### src/rtl/pipe_hazard_ctrl.sv
// pipe_hazard_ctrl
//   Hazard, forwarding and flush controller for the pipelined MIPS core.
//   A shadow pipeline records the destination register of every instruction
//   in the DEPTH stages after ID (index 0 = EX, 1 = MEM, 2 = WB at default
//   depth). From it the block derives the ID stall, the IF/ID and ID/EX
//   flushes and the registered forward selects for the instruction in EX.
//
// Ports
//   clk, rst            clock (rising edge), asynchronous active-low reset
//   id_valid            a valid instruction sits in ID
//   id_rs, id_rt        ID source registers; id_use_rs/id_use_rt qualify them
//   id_rd, id_wr        ID destination (already RegDst-muxed) and RegWr
//   id_load             ID instruction is a load
//   ex_redirect         taken branch/jump resolved in EX
//   freeze              whole-pipe hold (memory busy)
//   stall               hold PC and IF/ID (combinational)
//   flush_if_id         zero IF/ID (combinational)
//   flush_id_ex         bubble into ID/EX (combinational)
//   issue               ID instruction advances to EX this cycle (combinational)
//   ex_fwd_rs/rt        forward selects for the instruction in EX:
//                       0 = register file, k+1 = shadow entry k
//   stall_cnt           saturating count of stall cycles
//
// Flow control: the ID instruction moves to EX on a rising edge exactly when
// issue=1. issue drops for a load-use stall (instruction held in ID), for a
// redirect (instruction discarded) and for freeze (everything held). A
// redirect seen while frozen is ignored; EX keeps presenting it until freeze
// drops. FWD_W must satisfy 2**FWD_W > DEPTH so every select fits.

module pipe_hazard_ctrl #(
  parameter int REG_W      = 5,
  parameter int DEPTH      = 3,
  parameter int LOAD_READY = 1,
  parameter int FWD_W      = 2,
  parameter int CNT_W      = 32
) (
  input  logic             clk,
  input  logic             rst,
  input  logic             id_valid,
  input  logic [REG_W-1:0] id_rs,
  input  logic [REG_W-1:0] id_rt,
  input  logic             id_use_rs,
  input  logic             id_use_rt,
  input  logic [REG_W-1:0] id_rd,
  input  logic             id_wr,
  input  logic             id_load,
  input  logic             ex_redirect,
  input  logic             freeze,
  output logic             stall,
  output logic             flush_if_id,
  output logic             flush_id_ex,
  output logic             issue,
  output logic [FWD_W-1:0] ex_fwd_rs,
  output logic [FWD_W-1:0] ex_fwd_rt,
  output logic [CNT_W-1:0] stall_cnt
);

  typedef struct packed {
    logic             v;
    logic [REG_W-1:0] rd;
    logic             wr;
    logic             load;
  } shadow_t;

  shadow_t          sh_q [DEPTH];

  logic [FWD_W-1:0] sel_rs;
  logic [FWD_W-1:0] sel_rt;
  logic             luh_rs;
  logic             luh_rt;
  logic             luh;

  // Scan oldest to youngest so the youngest matching writer overwrites any
  // older one. A matching load that is still too young to forward raises
  // the load-use hazard for that operand.
  always_comb begin
    sel_rs = '0;
    sel_rt = '0;
    luh_rs = 1'b0;
    luh_rt = 1'b0;
    for (int k = DEPTH - 1; k >= 0; k--) begin
      if (id_use_rs && (id_rs != '0) && sh_q[k].v && sh_q[k].wr &&
          (sh_q[k].rd == id_rs)) begin
        sel_rs = FWD_W'(k + 1);
        luh_rs = sh_q[k].load && (k < LOAD_READY);
      end
      if (id_use_rt && (id_rt != '0) && sh_q[k].v && sh_q[k].wr &&
          (sh_q[k].rd == id_rt)) begin
        sel_rt = FWD_W'(k + 1);
        luh_rt = sh_q[k].load && (k < LOAD_READY);
      end
    end
  end

  assign luh = luh_rs | luh_rt;

  // A redirect outranks the load-use stall: the stalled instruction is on
  // the wrong path and is flushed instead. freeze masks everything.
  always_comb begin
    stall       = id_valid & luh & ~ex_redirect & ~freeze;
    flush_if_id = ex_redirect & ~freeze;
    flush_id_ex = (ex_redirect | stall) & ~freeze;
    issue       = id_valid & ~stall & ~ex_redirect & ~freeze;
  end

  always_ff @(posedge clk or negedge rst) begin
    if (!rst) begin
      for (int k = 0; k < DEPTH; k++) begin
        sh_q[k] <= '0;
      end
      ex_fwd_rs <= '0;
      ex_fwd_rt <= '0;
      stall_cnt <= '0;
    end else if (!freeze) begin
      for (int k = 1; k < DEPTH; k++) begin
        sh_q[k] <= sh_q[k-1];
      end
      // A stalled or flushed slot enters the shadow pipe as an invalid bubble.
      sh_q[0]   <= issue ? {1'b1, id_rd, id_wr, id_load} : '0;
      ex_fwd_rs <= issue ? sel_rs : '0;
      ex_fwd_rt <= issue ? sel_rt : '0;
      if (stall && (stall_cnt != {CNT_W{1'b1}})) begin
        stall_cnt <= stall_cnt + CNT_W'(1);
      end
    end
  end

endmodule

### config.mk
export PLATFORM = sky130hd
export DESIGN_NAME = pipe_hazard_ctrl
export DESIGN_NICKNAME = d
export VERILOG_FILES = /design/src/rtl/pipe_hazard_ctrl.sv
export SDC_FILE = /design/constraint.sdc
export NUM_CORES = 1
export LEC_CHECK = 0
export CAP_MARGIN = 20
export CORE_UTILIZATION = 30
export CTS_CLUSTER_DIAMETER = 50
export DETAILED_ROUTE_END_ITERATION = 7
export HOLD_SLACK_MARGIN = 0.03
export MAX_ROUTING_LAYER = met4
export PLACE_DENSITY = 0.49
export SYNTH_ARGS = -nofsm -noshare
export SYNTH_HDL_FRONTEND = slang
export SYNTH_SLANG_ARGS = --single-unit
### constraint.sdc
create_clock -name clk -period 2.6 [get_ports clk]
set_input_delay 0.52 -clock clk [delete_from_list [all_inputs] [get_ports clk]]
set_output_delay 0.52 -clock clk [all_outputs]
set_load 0.005 [all_outputs]
Yosys cells after proc, flatten, opt, wreduce, memory -nomap -nowiden:

Cells that the tools add are included.

* register bits: 58
* input port bits: 24

* add/subtract/negate cells: 1
* equality and inequality tests: 7
* multiplexer cells: 11
* bitwise gates (word level): 13
* reduce and logical (&&, ||, !) cells: 24

Operator list (number)
* 32-bit by 1-bit adder with 32-bit output (second input constant): 1
* 32-bit inequality test (second input constant): 1
* 5-bit equality test: 6
* 1-bit logical AND: 21
* 2-bit two-way mux: 8
* 5-bit nonzero test: 2
* 1-bit AND: 8
* 8-bit two-way mux: 1
* 1-bit NOT: 3
* 1-bit two-way mux: 2
* 1-bit bitwise OR: 2
* 2-bit AND reduction: 1

Logic depth before layout (Yosys ltp):

* depth in word-level cells: 15
* gate-level depth with buffers: 8
* gate-level depth less buffers: 7

Worst setup path before layout:

No wires, ideal clock.

* kind: in2out
* from: input id_rs[1]
* to: output flush_id_ex
* data arrival time: 1962 ps
* data required time: 2080 ps
* setup slack: 118 ps
* stages: 7
* path through: or4_1 > o21ai_1 > nor4_2 > o21ai_2 > inv_2 > buf_2 > or2_1

* cells in the longest elaborated chain, start to end: 12
* elaborated cells between the ends (all ways): 13
* classes of those cells: eq/ne: 1; mux: 1; bitwise: 6; reduce/logical: 5

Ends and longest elaborated chain
* start, declared: line 40 `input logic [REG_W-1:0] id_rs,`
* 5-bit nonzero test: line 82 `if (id_use_rs && (id_rs != '0) && sh_q[k].v && sh_q[k].wr &&`
* 1-bit logical AND (3 in series): line 82
* 1-bit logical AND *: line 82
* 1-bit two-way mux *: line 82
* 1-bit bitwise OR *: line 95 `assign luh = luh_rs | luh_rt;`
* 1-bit AND * (3 in series): line 100 `stall = id_valid & luh & ~ex_redirect & ~freeze;`
* named net stall: line 49 `output logic stall,`
* 1-bit bitwise OR *: line 102 `flush_id_ex = (ex_redirect | stall) & ~freeze;`
* 1-bit AND *: line 102
* end, declared: line 51 `output logic flush_id_ex,`

The timed path passes the listed nets; every way through them passes the cells marked *.

Final worst setup path:

* from: input id_rt[3]
* to: output flush_id_ex

* cells in the longest elaborated chain, start to end: 12
* elaborated cells between the ends (all ways): 13
* classes of those cells: eq/ne: 1; mux: 1; bitwise: 6; reduce/logical: 5

Ends and longest elaborated chain
* start, declared: line 41 `input logic [REG_W-1:0] id_rt,`
* 5-bit nonzero test: line 87 `if (id_use_rt && (id_rt != '0) && sh_q[k].v && sh_q[k].wr &&`
* 1-bit logical AND (3 in series): line 87
* 1-bit logical AND *: line 87
* 1-bit two-way mux *: line 87
* 1-bit bitwise OR *: line 95
* 1-bit AND * (3 in series): line 100
* 1-bit bitwise OR *: line 102
* 1-bit AND *: line 102

Mark *: on every way between the ends. The rest lies on a longest branch, timed or not.

==> results.md <==
Timing:
- The period utilization is 97.5%.
- The highest clock frequency the design can meet is 395 MHz.
- Measured against its own limit, the worst slew margin works out to 58.9%.
- Setup repair after global routing left no endpoint under its margin.
- The number of pins exceeding their max-slew limit in the final report is 0.
- On the final layout, the worst hold slack is 0.206 ns.
- The final setup violation count is 0.
- Between clock sinks in the finished design, the worst skew comes to 0.0120 ns.
- At the pin with the least slew margin, the transition time is 0.616 ns.
- The number of endpoints with negative hold slack in the final report is 0.
- The minimum clock period after layout is 2.53 ns.
- Adding up every negative setup slack in the final design gives 0 ns.

Clocking:
- At the later pin of the worst-skew pair, clock insertion delay measures 0.33 ns.
- In this run, CTS created clock tree buffers numbering 9.
- The buffer depth of the longest clock path is 2.
- TritonCTS built the clock tree.
- The total number of H-tree levels is 3.
- The register clock-pin slew on the reported worst setup and hold paths is 0.06 ns.
- The number of sinks handled by clock tree synthesis is 58.
- The quantity of hold-fixing buffers added after cts is 0.
- Clock tree synthesis selected as its root buffer the cell sky130_fd_sc_hd__clkbuf_8.

Synthesis:
- The number of enable-type register cells in the synthesized netlist is 0.
- The proportion of synthesized chip area in sequential cells is 49.0%.
- After synthesis, the mean cell area works out to 11.1 sq um.
- Counting every net in the synthesized netlist gives 292.
- For this run, asynchronously set or reset flops after synthesis account for 100%.
- For this run, the number of Yosys warnings is 0.
- The number of cells produced by synthesis is 267.
- The count of cell types in the netlist is 40.
- The total of flip-flops plus latches after synthesis is 58.
- The cell area that synthesis handed to floorplanning was 0.00296 sq mm.
- The most used flip-flop cell after synthesis is sky130_fd_sc_hd__dfrtp_1.

Cells and area:
- The final instance area is 0.00420 sq mm.
- Measured on the finished design, the core utilization comes to 44.6%.
- The final layout contains 395 nets.
- After filler insertion, the fill cell instance count of the layout stands at 915.
- Leaving out filler cells and counting taps, the final layout contains 504.
- The area added between synthesis and finish is 42.0%.
- Summing all flip-flop and latch instances after layout gives 0.00145 sq mm.
- The library cells used most frequently in the layout, excluding fill and tap cells, are sky130_fd_sc_hd__dfrtp_1, sky130_fd_sc_hd__clkdlybuf4s50_1, sky130_fd_sc_hd__xnor2_1, sky130_fd_sc_hd__buf_4, sky130_fd_sc_hd__xor2_1.
- The number of diodes added for antenna fixing is 0.
- Cells with a size suffix above 1 make up 24.0% of the layout.
- The multi-input combinational cells in the finished layout cover a total of 0.00150 sq mm.
- The library cell used most frequently in the layout, excluding fill and tap cells, is sky130_fd_sc_hd__dfrtp_1.

Detailed routing:
- The number of nets still failing antenna checks after routing is 0.
- The first detailed-routing pass took 4 iterations.
- In this run, the number of DRC markers left after iteration 0 of detailed routing was 69.
- For this run, design rule violations remaining after detail routing come to 0.
- Across all layers, the routed design uses 2347 vias.
- Dividing the detail-routed wire length by the instance count gives 14.8 um.
- The final layout contains routed wiring with a total length of 7460 um.
- In the routed layout, each cell is associated on average with a via count of 4.66.

Setup path:
- The path depth of the worst reg2reg path is 7.
- The worst endpoint data arrival time is 2.01 ns.
- Data on the critical path is required at its endpoint by 2.08 ns.
- Along the worst path, the maximum fanout reaches 2.
- The startpoint type of the worst setup path is an input pin.
- The startpoint of the worst-slack reg-to-reg timing path is stall_cnt[1]$_DFFE_PN0P_.
- The worst setup path category is in2out.
- The type of element capturing the critical path is an output pin.
- In this run the critical register-to-register path is captured at stall_cnt[7]$_DFFE_PN0P_.
- For flop-to-flop paths, the worst setup slack is 0.28 ns.

Global routing:
- The total global routing overflow is 0.
- The via count of the first global-routing pass came to 2446.
- The pin count of the biggest net entering global routing is 28.
- The global-route wire length before repair is 12600 um.
- Global routing consumed, over all layers together, 16.7% of the routing resources.
- The initial antenna violation count is 0.

Flow run:
- The number of max-cap violations is 0.

Die:
- In this run the count of I/O pins placed on the die edge is 64.
- The initial utilization of the core area, before any placement, comes to 31.4%.
- Measured along the y axis, the die boundary spans 101 um.
- After floorplanning, the core was divided into 35 placement rows.
- The overall die area is 0.0103 sq mm.
- The horizontal extent of the die is 101 um.
- The standard cell core area is 0.00942 sq mm.

Run status:
- The run finished with clean final reports.

Min path:
- The worst hold path belongs to the class in2async.

Power and ir drop:
- Across the VDD grid, the largest voltage drop is 0.000190 V.
- The analysis attributes to cell leakage a power of 1.87 nW.
- For this design the ratio of total power to cell area is 460 mW/mm^2.

Place:
- Input and output buffers added on the ports amount to 63.
- The wire-length estimate of the detail-placed layout is 5480 um.
- The cell count after placement is 482.
- In this run the cell area measured after placement is 0.00394 sq mm.
- The congestion estimate from routability-driven global placement came to 0.792.
-- logic make-up after synthesis --
| family | share of synthesized area (%) |
|---|---|
| simple gates | 20.7 |
| xor+xnor | 18.1 |
| flops | 49.0 |
| compound gates | 4.27 |
| mux | 5.71 |
| buf+inv | 1.82 |
| fa+ha+maj | 0.423 |
-- report_power, final --
group          internal (W)  leakage (nW)  switching, W
logic              0.000113         0.978     0.0000852
clock network      0.000422        0.0965      0.000350
registers          0.000930         0.793     0.0000329
total               0.00147          1.87      0.000468
-- stage by stage --
step | setup slack (ns) | total power (W)
after floorplan | 0.118 | 0.00106
after global placement | -0.658 | 0.00117
after detailed placement | -0.666 | 0.00118
after CTS | 0.00978 | 0.00196
after global routing | 0.00209 | 0.00202
final | 0.0663 | 0.00193
-- area by class of cell --
type / count / area share (%)
multi-input cells: 197 / 35.6
flip-flops and latches: 58 / 34.5
repair buffers: 101 / 21.4
clock buffers: 14 / 4.11
well taps: 129 / 3.84
inverters: 3 / 0.268
clock inverters: 2 / 0.238
-- layer usage --
layer  wire length (um)  global-route usage (%)
met5                  0                       -
met4                115                    6.13
met3                331                    2.97
met2               3210                    23.6
met1               3800                    23.7
-- cell usage after synthesis (3+ instances only) --
library cell / instances / area, sq um
sky130_fd_sc_hd__clkbuf_1: 4 / 15.0
sky130_fd_sc_hd__xor2_1: 23 / 201
sky130_fd_sc_hd__and4_1: 3 / 26.3
sky130_fd_sc_hd__nor4_1: 10 / 62.6
sky130_fd_sc_hd__and3_1: 5 / 31.3
sky130_fd_sc_hd__a22o_1: 7 / 61.3
sky130_fd_sc_hd__or3_1: 4 / 25.0
sky130_fd_sc_hd__nand4_1: 16 / 100
sky130_fd_sc_hd__nand3_1: 16 / 80.1
sky130_fd_sc_hd__nand2_1: 14 / 52.6
sky130_fd_sc_hd__buf_2: 4 / 20.0
sky130_fd_sc_hd__nor3_1: 10 / 50.1
sky130_fd_sc_hd__xnor2_1: 38 / 333
sky130_fd_sc_hd__mux2_2: 14 / 158
sky130_fd_sc_hd__nor2_1: 7 / 26.3
sky130_fd_sc_hd__dfrtp_1: 58 / 1450
-- worst max-delay path by stage --
stage / startpoint / to / slack (ns)
detailed placement: id_rs[1] / flush_id_ex / -0.67
global placement: id_rs[1] / flush_id_ex / -0.66
CTS: id_rt[2] / flush_id_ex / 0.01
finish: id_rt[3] / flush_id_ex / 0.07
floorplan: id_rs[1] / flush_id_ex / 0.12
global route: id_rt[1] / issue / 0.002
-- timing repair --
| action | CTS | global route |
|---|---|---|
| buffers inserted | 6 | 0 |
| hold endpoints to repair | 0 | 0 |
| gates resized for setup | 39 | 7 |
| setup endpoints to repair | 3 | 4 |
| gates cloned | 0 | 0 |
| pin swaps | 10 | 7 |
-- critical path, cell delays in order --
cell,delay [ns]
sky130_fd_sc_hd__clkdlybuf4s15_1,0.19
sky130_fd_sc_hd__or4_4,0.50
sky130_fd_sc_hd__o21ai_4,0.17
sky130_fd_sc_hd__nor4_4,0.07
sky130_fd_sc_hd__o21ai_2,0.18
sky130_fd_sc_hd__inv_2,0.07
sky130_fd_sc_hd__or2_1,0.20
sky130_fd_sc_hd__buf_2,0.12
-- flip-flops by register name, indices dropped and copies added, names as in the netlist --
name and count:
ex_fwd_rt 2, ex_fwd_rs 2, stall_cnt 32, sh_q 22
Power figures use the tool's default switching activity.
